--- config.mk ---
export PLATFORM = sky130hd
export DESIGN_NAME = time_setter_flat
export DESIGN_NICKNAME = d
export VERILOG_FILES = /design/src/rtl/time_pkg.sv /design/src/rtl/time_setter_if.sv /design/src/rtl/weekday_calc.sv /design/src/rtl/time_setter.sv /design/src/flat_wrapper.sv
export SDC_FILE = /design/constraint.sdc
export NUM_CORES = 1
export LEC_CHECK = 0
export ABC_AREA = 1
export CAP_MARGIN = 40
export CORE_AREA = 10 10 143 145
export CTS_CLUSTER_DIAMETER = 30
export CTS_CLUSTER_SIZE = 16
export DETAILED_ROUTE_END_ITERATION = 10
export DIE_AREA = 0 0 153 155
export GPL_ROUTABILITY_DRIVEN = 0
export HOLD_SLACK_MARGIN = 0.02
export PLACE_DENSITY_LB_ADDON = 0.3
export SKIP_LAST_GASP = 1
export SLEW_MARGIN = 20
export SYNTH_ARGS = -nofsm -noshare
export SYNTH_HDL_FRONTEND = slang
export SYNTH_SLANG_ARGS = --single-unit
--- constraint.sdc ---
create_clock -name clk -period 7.68 [get_ports clk]
set_input_delay 0.768 -clock clk [delete_from_list [all_inputs] [get_ports clk]]
set_output_delay 0.768 -clock clk [all_outputs]
set_load 0.01 [all_outputs]
--- src/rtl/time_pkg.sv ---
// time_pkg: shared types and calendar helpers for the time-setting controller.
//   state_t       : edit FSM state; the encoding doubles as the display field index
//   FLD_*         : field index constants (0 = not editing)
//   MON..SUN      : weekday encodings, 1 = Monday .. 7 = Sunday
//   is_leap       : Gregorian leap-year test
//   month_len     : days in a month for a given year
//   zeller_to_iso : maps a Zeller weekday (0 = Saturday) onto MON..SUN
package time_pkg;

  localparam logic [2:0] FLD_RUN   = 3'd0;
  localparam logic [2:0] FLD_YEAR  = 3'd1;
  localparam logic [2:0] FLD_MONTH = 3'd2;
  localparam logic [2:0] FLD_DAY   = 3'd3;
  localparam logic [2:0] FLD_HOUR  = 3'd4;
  localparam logic [2:0] FLD_MIN   = 3'd5;
  localparam logic [2:0] FLD_SEC   = 3'd6;
  localparam logic [2:0] FLD_WEEK  = 3'd7;

  localparam logic [3:0] MON = 4'd1;
  localparam logic [3:0] TUE = 4'd2;
  localparam logic [3:0] WED = 4'd3;
  localparam logic [3:0] THU = 4'd4;
  localparam logic [3:0] FRI = 4'd5;
  localparam logic [3:0] SAT = 4'd6;
  localparam logic [3:0] SUN = 4'd7;

  // State value equals the field index shown on the display.
  typedef enum logic [2:0] {
    ST_RUN   = FLD_RUN,
    ST_YEAR  = FLD_YEAR,
    ST_MONTH = FLD_MONTH,
    ST_DAY   = FLD_DAY,
    ST_HOUR  = FLD_HOUR,
    ST_MIN   = FLD_MIN,
    ST_SEC   = FLD_SEC,
    ST_WEEK  = FLD_WEEK
  } state_t;

  function automatic logic is_leap(input logic [14:0] year);
    int y;
    y = int'(year);
    return ((y % 4 == 0) && (y % 100 != 0)) || (y % 400 == 0);
  endfunction

  function automatic logic [4:0] month_len(input logic [3:0] month, input logic [14:0] year);
    logic [4:0] len;
    case (month)
      4'd4, 4'd6, 4'd9, 4'd11: len = 5'd30;
      4'd2:                    len = is_leap(year) ? 5'd29 : 5'd28;
      default:                 len = 5'd31;
    endcase
    return len;
  endfunction

  function automatic logic [3:0] zeller_to_iso(input int h);
    logic [3:0] w;
    case (h)
      0:       w = SAT;
      1:       w = SUN;
      2:       w = MON;
      3:       w = TUE;
      4:       w = WED;
      5:       w = THU;
      default: w = FRI;
    endcase
    return w;
  endfunction

endpackage

--- src/rtl/time_setter_if.sv ---
// time_setter_if: buttons, live timekeeper outputs and the timekeeper load bus.
//   btn_set/next/up/down : synchronised button levels
//   cur_*                : live time from the timekeeper (cur_week only when
//                          WEEKDAY_CALC_EN is undefined)
//   year_d..sec_d,week_s : load bus towards the timekeeper
//   mode                 : 0 = timekeeper loads the bus, 1 = timekeeper runs
//   field                : field under edit, 0 when running
// Modport master is the controller side; slave is the buttons/timekeeper side.
// Signals are plain levels with no valid/ready handshake: the bus is
// meaningful whenever mode == 0 and is ignored otherwise.
interface time_setter_if;
  logic        btn_set;
  logic        btn_next;
  logic        btn_up;
  logic        btn_down;
  logic [15:0] cur_year;
  logic [5:0]  cur_month;
  logic [10:0] cur_day;
  logic [10:0] cur_hour;
  logic [10:0] cur_min;
  logic [10:0] cur_sec;
`ifndef WEEKDAY_CALC_EN
  logic [10:0] cur_week;
`endif
  logic [14:0] year_d;
  logic [3:0]  month_d;
  logic [4:0]  day_d;
  logic [5:0]  hour_d;
  logic [5:0]  min_d;
  logic [5:0]  sec_d;
  logic [3:0]  week_s;
  logic [3:0]  mode;
  logic [2:0]  field;

  modport master (
`ifndef WEEKDAY_CALC_EN
    input  cur_week,
`endif
    input  btn_set, btn_next, btn_up, btn_down,
    input  cur_year, cur_month, cur_day, cur_hour, cur_min, cur_sec,
    output year_d, month_d, day_d, hour_d, min_d, sec_d, week_s, mode, field
  );

  modport slave (
`ifndef WEEKDAY_CALC_EN
    output cur_week,
`endif
    output btn_set, btn_next, btn_up, btn_down,
    output cur_year, cur_month, cur_day, cur_hour, cur_min, cur_sec,
    input  year_d, month_d, day_d, hour_d, min_d, sec_d, week_s, mode, field
  );
endinterface

--- src/rtl/weekday_calc.sv ---
// weekday_calc: combinational weekday of a Gregorian date (Zeller's congruence).
//   year  in 15 : calendar year
//   month in 4  : 1..12
//   day   in 5  : 1..31
//   week  out 4 : 1 = Monday .. 7 = Sunday
// Only exists when WEEKDAY_CALC_EN is defined; otherwise the file is empty.
`ifdef WEEKDAY_CALC_EN
module weekday_calc
  import time_pkg::*;
(
  input  logic [14:0] year,
  input  logic [3:0]  month,
  input  logic [4:0]  day,
  output logic [3:0]  week
);
  int y;
  int m;
  int k;
  int j;
  int h;

  always_comb begin
    y = int'(year);
    m = int'(month);
    // January and February count as months 13/14 of the previous year.
    if (m < 3) begin
      m = m + 12;
      y = y - 1;
    end
    k = y % 100;
    j = y / 100;
    h = (int'(day) + (13 * (m + 1)) / 5 + k + k / 4 + j / 4 + 5 * j) % 7;
    week = zeller_to_iso(h);
  end
endmodule
`endif

--- src/rtl/time_setter.sv ---
// time_setter: push-button edit session for the timekeeper's load bus.
//   clk, rst : clock, synchronous active-high reset
//   bus      : time_setter_if.master (buttons, live time in, load bus out)
// Set in RUN captures the live time and starts editing at the year field;
// next walks the fields, up/down change the current one with wrap-around,
// set again hands the edited time back by returning mode to 1.
// Build option WEEKDAY_CALC_EN: week_s follows the edited date (registered
// Zeller result). Without it week_s is captured at entry and edited by hand
// in an extra field after seconds.
module time_setter
  import time_pkg::*;
#(
  parameter int MIN_YEAR  = 2000,
  parameter int MAX_YEAR  = 2099,
  parameter int RST_YEAR  = 2023,
  parameter int RST_MONTH = 5,
  parameter int RST_DAY   = 9
) (
  input logic           clk,
  input logic           rst,
  time_setter_if.master bus
);
  localparam logic [14:0] MIN_Y = 15'(MIN_YEAR);
  localparam logic [14:0] MAX_Y = 15'(MAX_YEAR);
  localparam logic [14:0] RST_Y = 15'(RST_YEAR);
  localparam logic [3:0]  RST_M = 4'(RST_MONTH);
  localparam logic [4:0]  RST_D = 5'(RST_DAY);

  state_t      state_q, state_d;
  logic [14:0] year_q, year_n;
  logic [3:0]  month_q, month_n;
  logic [4:0]  day_q, day_n;
  logic [5:0]  hour_q, hour_n;
  logic [5:0]  min_q, min_n;
  logic [5:0]  sec_q, sec_n;
  logic [3:0]  week_q;
`ifndef WEEKDAY_CALC_EN
  logic [3:0]  week_n;
`endif

  logic [3:0]  btn_now, btn_q, pulse;
  logic        set_p, next_p, up_act, dn_act;
  logic [14:0] cap_year, step_year;
  logic [3:0]  cap_month, step_month;
  logic [4:0]  cap_day, cap_len, cur_len, year_len, mon_len;

  // Button order inside the history vector: set, next, up, down.
  assign btn_now = {bus.btn_set, bus.btn_next, bus.btn_up, bus.btn_down};
  assign pulse   = btn_now & ~btn_q;
  assign set_p   = pulse[3];
  assign next_p  = pulse[2];
  // Simultaneous up and down cancel each other.
  assign up_act  = pulse[1] & ~pulse[0];
  assign dn_act  = pulse[0] & ~pulse[1];

  always_comb begin
    state_d = state_q;
    year_n  = year_q;
    month_n = month_q;
    day_n   = day_q;
    hour_n  = hour_q;
    min_n   = min_q;
    sec_n   = sec_q;
`ifndef WEEKDAY_CALC_EN
    week_n  = week_q;
`endif

    // Sanitised capture of the live time.
    cap_year = bus.cur_year[14:0];
    if (cap_year < MIN_Y || cap_year > MAX_Y) cap_year = MIN_Y;
    cap_month = bus.cur_month[3:0];
    if (cap_month == 4'd0 || cap_month > 4'd12) cap_month = 4'd1;
    cap_len = month_len(cap_month, cap_year);
    cap_day = bus.cur_day[4:0];
    if (cap_day == 5'd0) cap_day = 5'd1;
    else if (cap_day > cap_len) cap_day = cap_len;

    // Candidate year/month after one step, and the month lengths they imply
    // so the day can be pulled back in the same update.
    if (up_act) begin
      step_year  = (year_q >= MAX_Y) ? MIN_Y : year_q + 15'd1;
      step_month = (month_q >= 4'd12) ? 4'd1 : month_q + 4'd1;
    end else begin
      step_year  = (year_q <= MIN_Y) ? MAX_Y : year_q - 15'd1;
      step_month = (month_q <= 4'd1) ? 4'd12 : month_q - 4'd1;
    end
    cur_len  = month_len(month_q, year_q);
    year_len = month_len(month_q, step_year);
    mon_len  = month_len(step_month, year_q);

    if (state_q == ST_RUN) begin
      if (set_p) begin
        year_n  = cap_year;
        month_n = cap_month;
        day_n   = cap_day;
        hour_n  = bus.cur_hour[5:0];
        min_n   = bus.cur_min[5:0];
        sec_n   = bus.cur_sec[5:0];
`ifndef WEEKDAY_CALC_EN
        week_n  = bus.cur_week[3:0];
`endif
        state_d = ST_YEAR;
      end
    end else if (set_p) begin
      state_d = ST_RUN;
    end else if (next_p) begin
      case (state_q)
        ST_YEAR:  state_d = ST_MONTH;
        ST_MONTH: state_d = ST_DAY;
        ST_DAY:   state_d = ST_HOUR;
        ST_HOUR:  state_d = ST_MIN;
        ST_MIN:   state_d = ST_SEC;
`ifdef WEEKDAY_CALC_EN
        ST_SEC:   state_d = ST_YEAR;
`else
        ST_SEC:   state_d = ST_WEEK;
`endif
        default:  state_d = ST_YEAR;
      endcase
    end else if (up_act || dn_act) begin
      case (state_q)
        ST_YEAR: begin
          year_n = step_year;
          if (day_q > year_len) day_n = year_len;
        end
        ST_MONTH: begin
          month_n = step_month;
          if (day_q > mon_len) day_n = mon_len;
        end
        ST_DAY:
          if (up_act) day_n = (day_q >= cur_len) ? 5'd1 : day_q + 5'd1;
          else        day_n = (day_q <= 5'd1) ? cur_len : day_q - 5'd1;
        ST_HOUR:
          if (up_act) hour_n = (hour_q >= 6'd23) ? 6'd0 : hour_q + 6'd1;
          else        hour_n = (hour_q == 6'd0) ? 6'd23 : hour_q - 6'd1;
        ST_MIN:
          if (up_act) min_n = (min_q >= 6'd59) ? 6'd0 : min_q + 6'd1;
          else        min_n = (min_q == 6'd0) ? 6'd59 : min_q - 6'd1;
        ST_SEC:
          if (up_act) sec_n = (sec_q >= 6'd59) ? 6'd0 : sec_q + 6'd1;
          else        sec_n = (sec_q == 6'd0) ? 6'd59 : sec_q - 6'd1;
`ifndef WEEKDAY_CALC_EN
        ST_WEEK:
          if (up_act) week_n = (week_q >= SUN) ? MON : week_q + 4'd1;
          else        week_n = (week_q <= MON) ? SUN : week_q - 4'd1;
`endif
        default: ;
      endcase
    end
  end

`ifdef WEEKDAY_CALC_EN
  logic [3:0] week_calc;

  weekday_calc u_weekday (
    .year  (year_q),
    .month (month_q),
    .day   (day_q),
    .week  (week_calc)
  );
`endif

  always_ff @(posedge clk) begin
    if (rst) begin
      state_q <= ST_RUN;
      year_q  <= RST_Y;
      month_q <= RST_M;
      day_q   <= RST_D;
      hour_q  <= 6'd0;
      min_q   <= 6'd0;
      sec_q   <= 6'd0;
      week_q  <= TUE;
      btn_q   <= 4'd0;
    end else begin
      state_q <= state_d;
      year_q  <= year_n;
      month_q <= month_n;
      day_q   <= day_n;
      hour_q  <= hour_n;
      min_q   <= min_n;
      sec_q   <= sec_n;
`ifdef WEEKDAY_CALC_EN
      // Follows the registered date, so it settles one cycle after an edit.
      week_q  <= week_calc;
`else
      week_q  <= week_n;
`endif
      btn_q   <= btn_now;
    end
  end

  assign bus.year_d  = year_q;
  assign bus.month_d = month_q;
  assign bus.day_d   = day_q;
  assign bus.hour_d  = hour_q;
  assign bus.min_d   = min_q;
  assign bus.sec_d   = sec_q;
  assign bus.week_s  = week_q;
  assign bus.field   = state_q;
  assign bus.mode    = (state_q == ST_RUN) ? 4'd1 : 4'd0;

  // High bits of the live inputs are dropped by design.
  logic unused_bits;
`ifdef WEEKDAY_CALC_EN
  assign unused_bits = ^{bus.cur_year[15], bus.cur_month[5:4], bus.cur_day[10:5],
                         bus.cur_hour[10:6], bus.cur_min[10:6], bus.cur_sec[10:6]};
`else
  assign unused_bits = ^{bus.cur_year[15], bus.cur_month[5:4], bus.cur_day[10:5],
                         bus.cur_hour[10:6], bus.cur_min[10:6], bus.cur_sec[10:6],
                         bus.cur_week[10:4]};
`endif

endmodule

--- src/flat_wrapper.sv ---
// flat-port wrapper written by rule: the top's interface ports become plain ports
module time_setter_flat import time_pkg::*;
#(
  parameter int MIN_YEAR  = 2000,
  parameter int MAX_YEAR  = 2099,
  parameter int RST_YEAR  = 2023,
  parameter int RST_MONTH = 5,
  parameter int RST_DAY   = 9
)
  (clk, rst, bus_cur_week, bus_btn_set, bus_btn_next, bus_btn_up, bus_btn_down, bus_cur_year, bus_cur_month, bus_cur_day, bus_cur_hour, bus_cur_min, bus_cur_sec, bus_year_d, bus_month_d, bus_day_d, bus_hour_d, bus_min_d, bus_sec_d, bus_week_s, bus_mode, bus_field);
  time_setter_if bus_i ();
  input logic clk;
  input logic rst;
  input wire logic [$bits(bus_i.cur_week)-1:0] bus_cur_week;
  input wire logic [$bits(bus_i.btn_set)-1:0] bus_btn_set;
  input wire logic [$bits(bus_i.btn_next)-1:0] bus_btn_next;
  input wire logic [$bits(bus_i.btn_up)-1:0] bus_btn_up;
  input wire logic [$bits(bus_i.btn_down)-1:0] bus_btn_down;
  input wire logic [$bits(bus_i.cur_year)-1:0] bus_cur_year;
  input wire logic [$bits(bus_i.cur_month)-1:0] bus_cur_month;
  input wire logic [$bits(bus_i.cur_day)-1:0] bus_cur_day;
  input wire logic [$bits(bus_i.cur_hour)-1:0] bus_cur_hour;
  input wire logic [$bits(bus_i.cur_min)-1:0] bus_cur_min;
  input wire logic [$bits(bus_i.cur_sec)-1:0] bus_cur_sec;
  output wire logic [$bits(bus_i.year_d)-1:0] bus_year_d;
  output wire logic [$bits(bus_i.month_d)-1:0] bus_month_d;
  output wire logic [$bits(bus_i.day_d)-1:0] bus_day_d;
  output wire logic [$bits(bus_i.hour_d)-1:0] bus_hour_d;
  output wire logic [$bits(bus_i.min_d)-1:0] bus_min_d;
  output wire logic [$bits(bus_i.sec_d)-1:0] bus_sec_d;
  output wire logic [$bits(bus_i.week_s)-1:0] bus_week_s;
  output wire logic [$bits(bus_i.mode)-1:0] bus_mode;
  output wire logic [$bits(bus_i.field)-1:0] bus_field;
  assign bus_i.cur_week = bus_cur_week;
  assign bus_i.btn_set = bus_btn_set;
  assign bus_i.btn_next = bus_btn_next;
  assign bus_i.btn_up = bus_btn_up;
  assign bus_i.btn_down = bus_btn_down;
  assign bus_i.cur_year = bus_cur_year;
  assign bus_i.cur_month = bus_cur_month;
  assign bus_i.cur_day = bus_cur_day;
  assign bus_i.cur_hour = bus_cur_hour;
  assign bus_i.cur_min = bus_cur_min;
  assign bus_i.cur_sec = bus_cur_sec;
  assign bus_year_d = bus_i.year_d;
  assign bus_month_d = bus_i.month_d;
  assign bus_day_d = bus_i.day_d;
  assign bus_hour_d = bus_i.hour_d;
  assign bus_min_d = bus_i.min_d;
  assign bus_sec_d = bus_i.sec_d;
  assign bus_week_s = bus_i.week_s;
  assign bus_mode = bus_i.mode;
  assign bus_field = bus_i.field;
  time_setter #(.MIN_YEAR(MIN_YEAR), .MAX_YEAR(MAX_YEAR), .RST_YEAR(RST_YEAR), .RST_MONTH(RST_MONTH), .RST_DAY(RST_DAY)) u_core (.clk(clk), .rst(rst), .bus(bus_i));
endmodule
==> flow_summary.json <==
{
  "die_area_mm2": 0.0237,
  "cp-end-kind": "flip-flop",
  "min_delay_path_depth": 2,
  "wirelength_mm": 26.5,
  "syn2layout_area_growth_pct": 31.4,
  "timing.fmax_mhz": 131,
  "worstHoldEndpoint": "u_core.bus.sec_d[0]",
  "clock_skew_ns": 0.00648,
  "startpoint_type": "input port",
  "synthMostInstantiatedCell": "nand2_1",
  "status": "complete, no violations",
  "drt-initial-drc-count": 668,
  "htreeDepth": 2,
  "hold_viol": 0,
  "synth-async-reset-ratio_pct": 0,
  "grt_usage_pct": 20.8,
  "hold_ws_ns": 0.506,
  "final.period_utilization_pct": 99.7,
  "path_max_fanout": 7,
  "r2r_end": "u_core.bus.day_d[2]",
  "cp_common_cell": "nand2_4",
  "vias": 10200,
  "port_buffers": 101,
  "yosys.area.top_type_share_pct": 13.4,
  "syn_area_mm2": 0.00876,
  "setup_viol_count_final": 0,
  "cp.required_ns": 7.85,
  "relSlewSlack_pct": 46.5,
  "io_pins": 136,
  "viasPerCell": 5.47,
  "fin_crit_ns": 7.66,
  "core_mm2": 0.0177,
  "yosysUniqueCellTypes": 66,
  "ys_ff_latch": 53,
  "start_util_pct": 49.6,
  "drc": 0,
  "post_drt_wl_per_cell_um": 14.3,
  "rsz0062_at_grt": "true",
  "critical_path_class": "in -> reg",
  "postSynthAreaPerCell_um2": 6.09,
  "synth_common_cells": "313 x nand2_1, 172 x inv_1, 125 x nand3_1",
  "tightest_slew_ns": 0.797,
  "numClockSinks": 53,
  "ys_top_cells_by_area": "nand2_1 13%, dfxtp_1 12%, inv_1 7.4%, nand3_1 7.1%, nor2_1 5.1%",
  "clockRootBuffer": "clkbuf_16",
  "grt_pass1_vias": 9564,
  "maxCapViolations": 0,
  "clockBufferDepth": 2,
  "slowest_stage": "nor2_4",
  "critPathMaxStageDelay_ns": 0.24,
  "cts_buffers": 5,
  "grt_pass1_wl_mm": 43.9,
  "diodes": 0,
  "min_path_type": "reg -> reg",
  "seq_area_frac_synth_pct": 12.1,
  "path_delay_family": "simple AND/OR/NAND/NOR gates",
  "clock_latency_ns": 0.30,
  "rr_startpoint": "u_core.bus.year_d[13]",
  "path_clk_slew_ns": 0.08,
  "nets": 1747,
  "path_depth": 60,
  "hpwl_mm": 20.2,
  "drt-pass1-iter-count": 5,
  "grt_max_degree": 40,
  "yosysTopAreaCell": "nand2_1",
  "cts_tree": "done",
  "fillers": 1585,
  "yosysWarnings": 0,
  "reg2reg_slack_ns": 0.03,
  "drv_slew": 0,
  "final_layout_size_suffix_gt1_share_pct": 27.0,
  "synthCells": 1437,
  "rows": 49,
  "fin_util_pct": 65.2,
  "synth_flop_cell": "dfxtp_1",
  "worst-path-buf-inv": 7,
  "arrival_ns": 7.83,
  "grt_antenna_before_repair": 0,
  "fp.dieW_um": 153,
  "reg2reg_depth": 59,
  "gr-total-overflow": 0,
  "ant_nets": 0,
  "die_h_um": 155,
  "hold_start": "u_core.bus.sec_d[0]",
  "synth_edf_count": 0
}
metal layers:
metal  vias to the layer above  routed length [µm]  track usage, %
met2                       298               12700            36.2
met1                      4650               11300            25.0
met5                         -                   0               0
met3                        54                1890            4.74
li1                       5176                   -               -
met4                         0                 666            6.13
cell families (layout without fill, tap and decap cells):
family,after synthesis,count (layout),share of synthesized area (%)
and+or+nand+nor,814,814,49.6
buffers and inverters,246,438,11.8
muxes,1,1,0.114
xor gates and xnor gates,45,45,4.59
adders and majority gates,34,34,4.86
DFF,53,53,12.1
other,1,3,0.0428
AOI/OAI and AO/OA,243,243,16.9
worst max path at each step:
stage,slack [ns],end,startpoint
finish,0.02,u_core.bus.day_d[2],bus_btn_down
global route,-0.52,u_core.bus.day_d[2],bus_btn_down
CTS,0.04,u_core.bus.day_d[1],bus_btn_down
detailed placement,-0.76,u_core.bus.day_d[2],bus_btn_down
global placement,-0.69,u_core.bus.day_d[3],bus_btn_down
floorplan,0.22,u_core.bus.day_d[1],bus_btn_down
what timing repair did:
| action | CTS | global route |
|---|---|---|
| buffers inserted | 12 | 8 |
| resized for setup | 78 | 85 |
| hold endpoints to repair | 0 | 0 |
| setup endpoints to repair | 5 | 5 |
| pin swaps | 44 | 60 |
| hold buffers | 0 | 0 |
state kept, by name (all words and copies together) (netlist names), 4 cells and up:
register,flops
u_core.bus.day_d,5
u_core.bus.hour_d,6
u_core.bus.min_d,6
u_core.bus.sec_d,6
u_core.btn_q,4
u_core.bus.week_s,4
u_core.bus.year_d,15
u_core.bus.month_d,4
worst min-delay path: cells and delay by family (launching register included):
kind            cells  cell delay (ns)
compound gates      1             0.06
flops               1             0.34
simple gates        1             0.07
per-stage QoR:
stage               cell area, µm²  cells  TNS [ns]  setup slack [ns]
finish                       11500   1860         0            0.0201
global route                 11500   1860     -2.18            -0.524
CTS                          11200   1852         0            0.0358
detailed placement           10600   1832     -3.63            -0.756
global placement             10600   1831     -3.24            -0.688
floorplan                     8770   1439         0             0.215
layout make-up:
type | instances | area (µm²) | area share [%]
Sequential cell | 53 | 1080 | 9.36
Clock buffer | 6 | 139 | 1.21
Clock inverter | 2 | 41.3 | 0.359
Timing Repair Buffer | 227 | 1980 | 17.2
Tap cell | 229 | 287 | 2.49
Multi-Input combinational cell | 1140 | 7190 | 62.5
Inverter | 203 | 790 | 6.86
placed cells by master, fill, tap and decap left out, types with 26 or more instances in the layout:
cell type,instances
nand2_4,41
buf_4,120
inv_2,26
nand4_1,52
nor2_4,29
ha_1,30
clkdlybuf4s50_1,99
dfxtp_1,40
nor2_1,110
nand3_2,29
nand3_1,104
o21ai_0,72
a21oi_1,59
nand2_2,78
nand2_1,284
xor2_1,38
inv_1,164
Power is left out: the tool's default activity adds up to more than one toggle a clock period on the data nets, which glitch-free logic cannot reach.
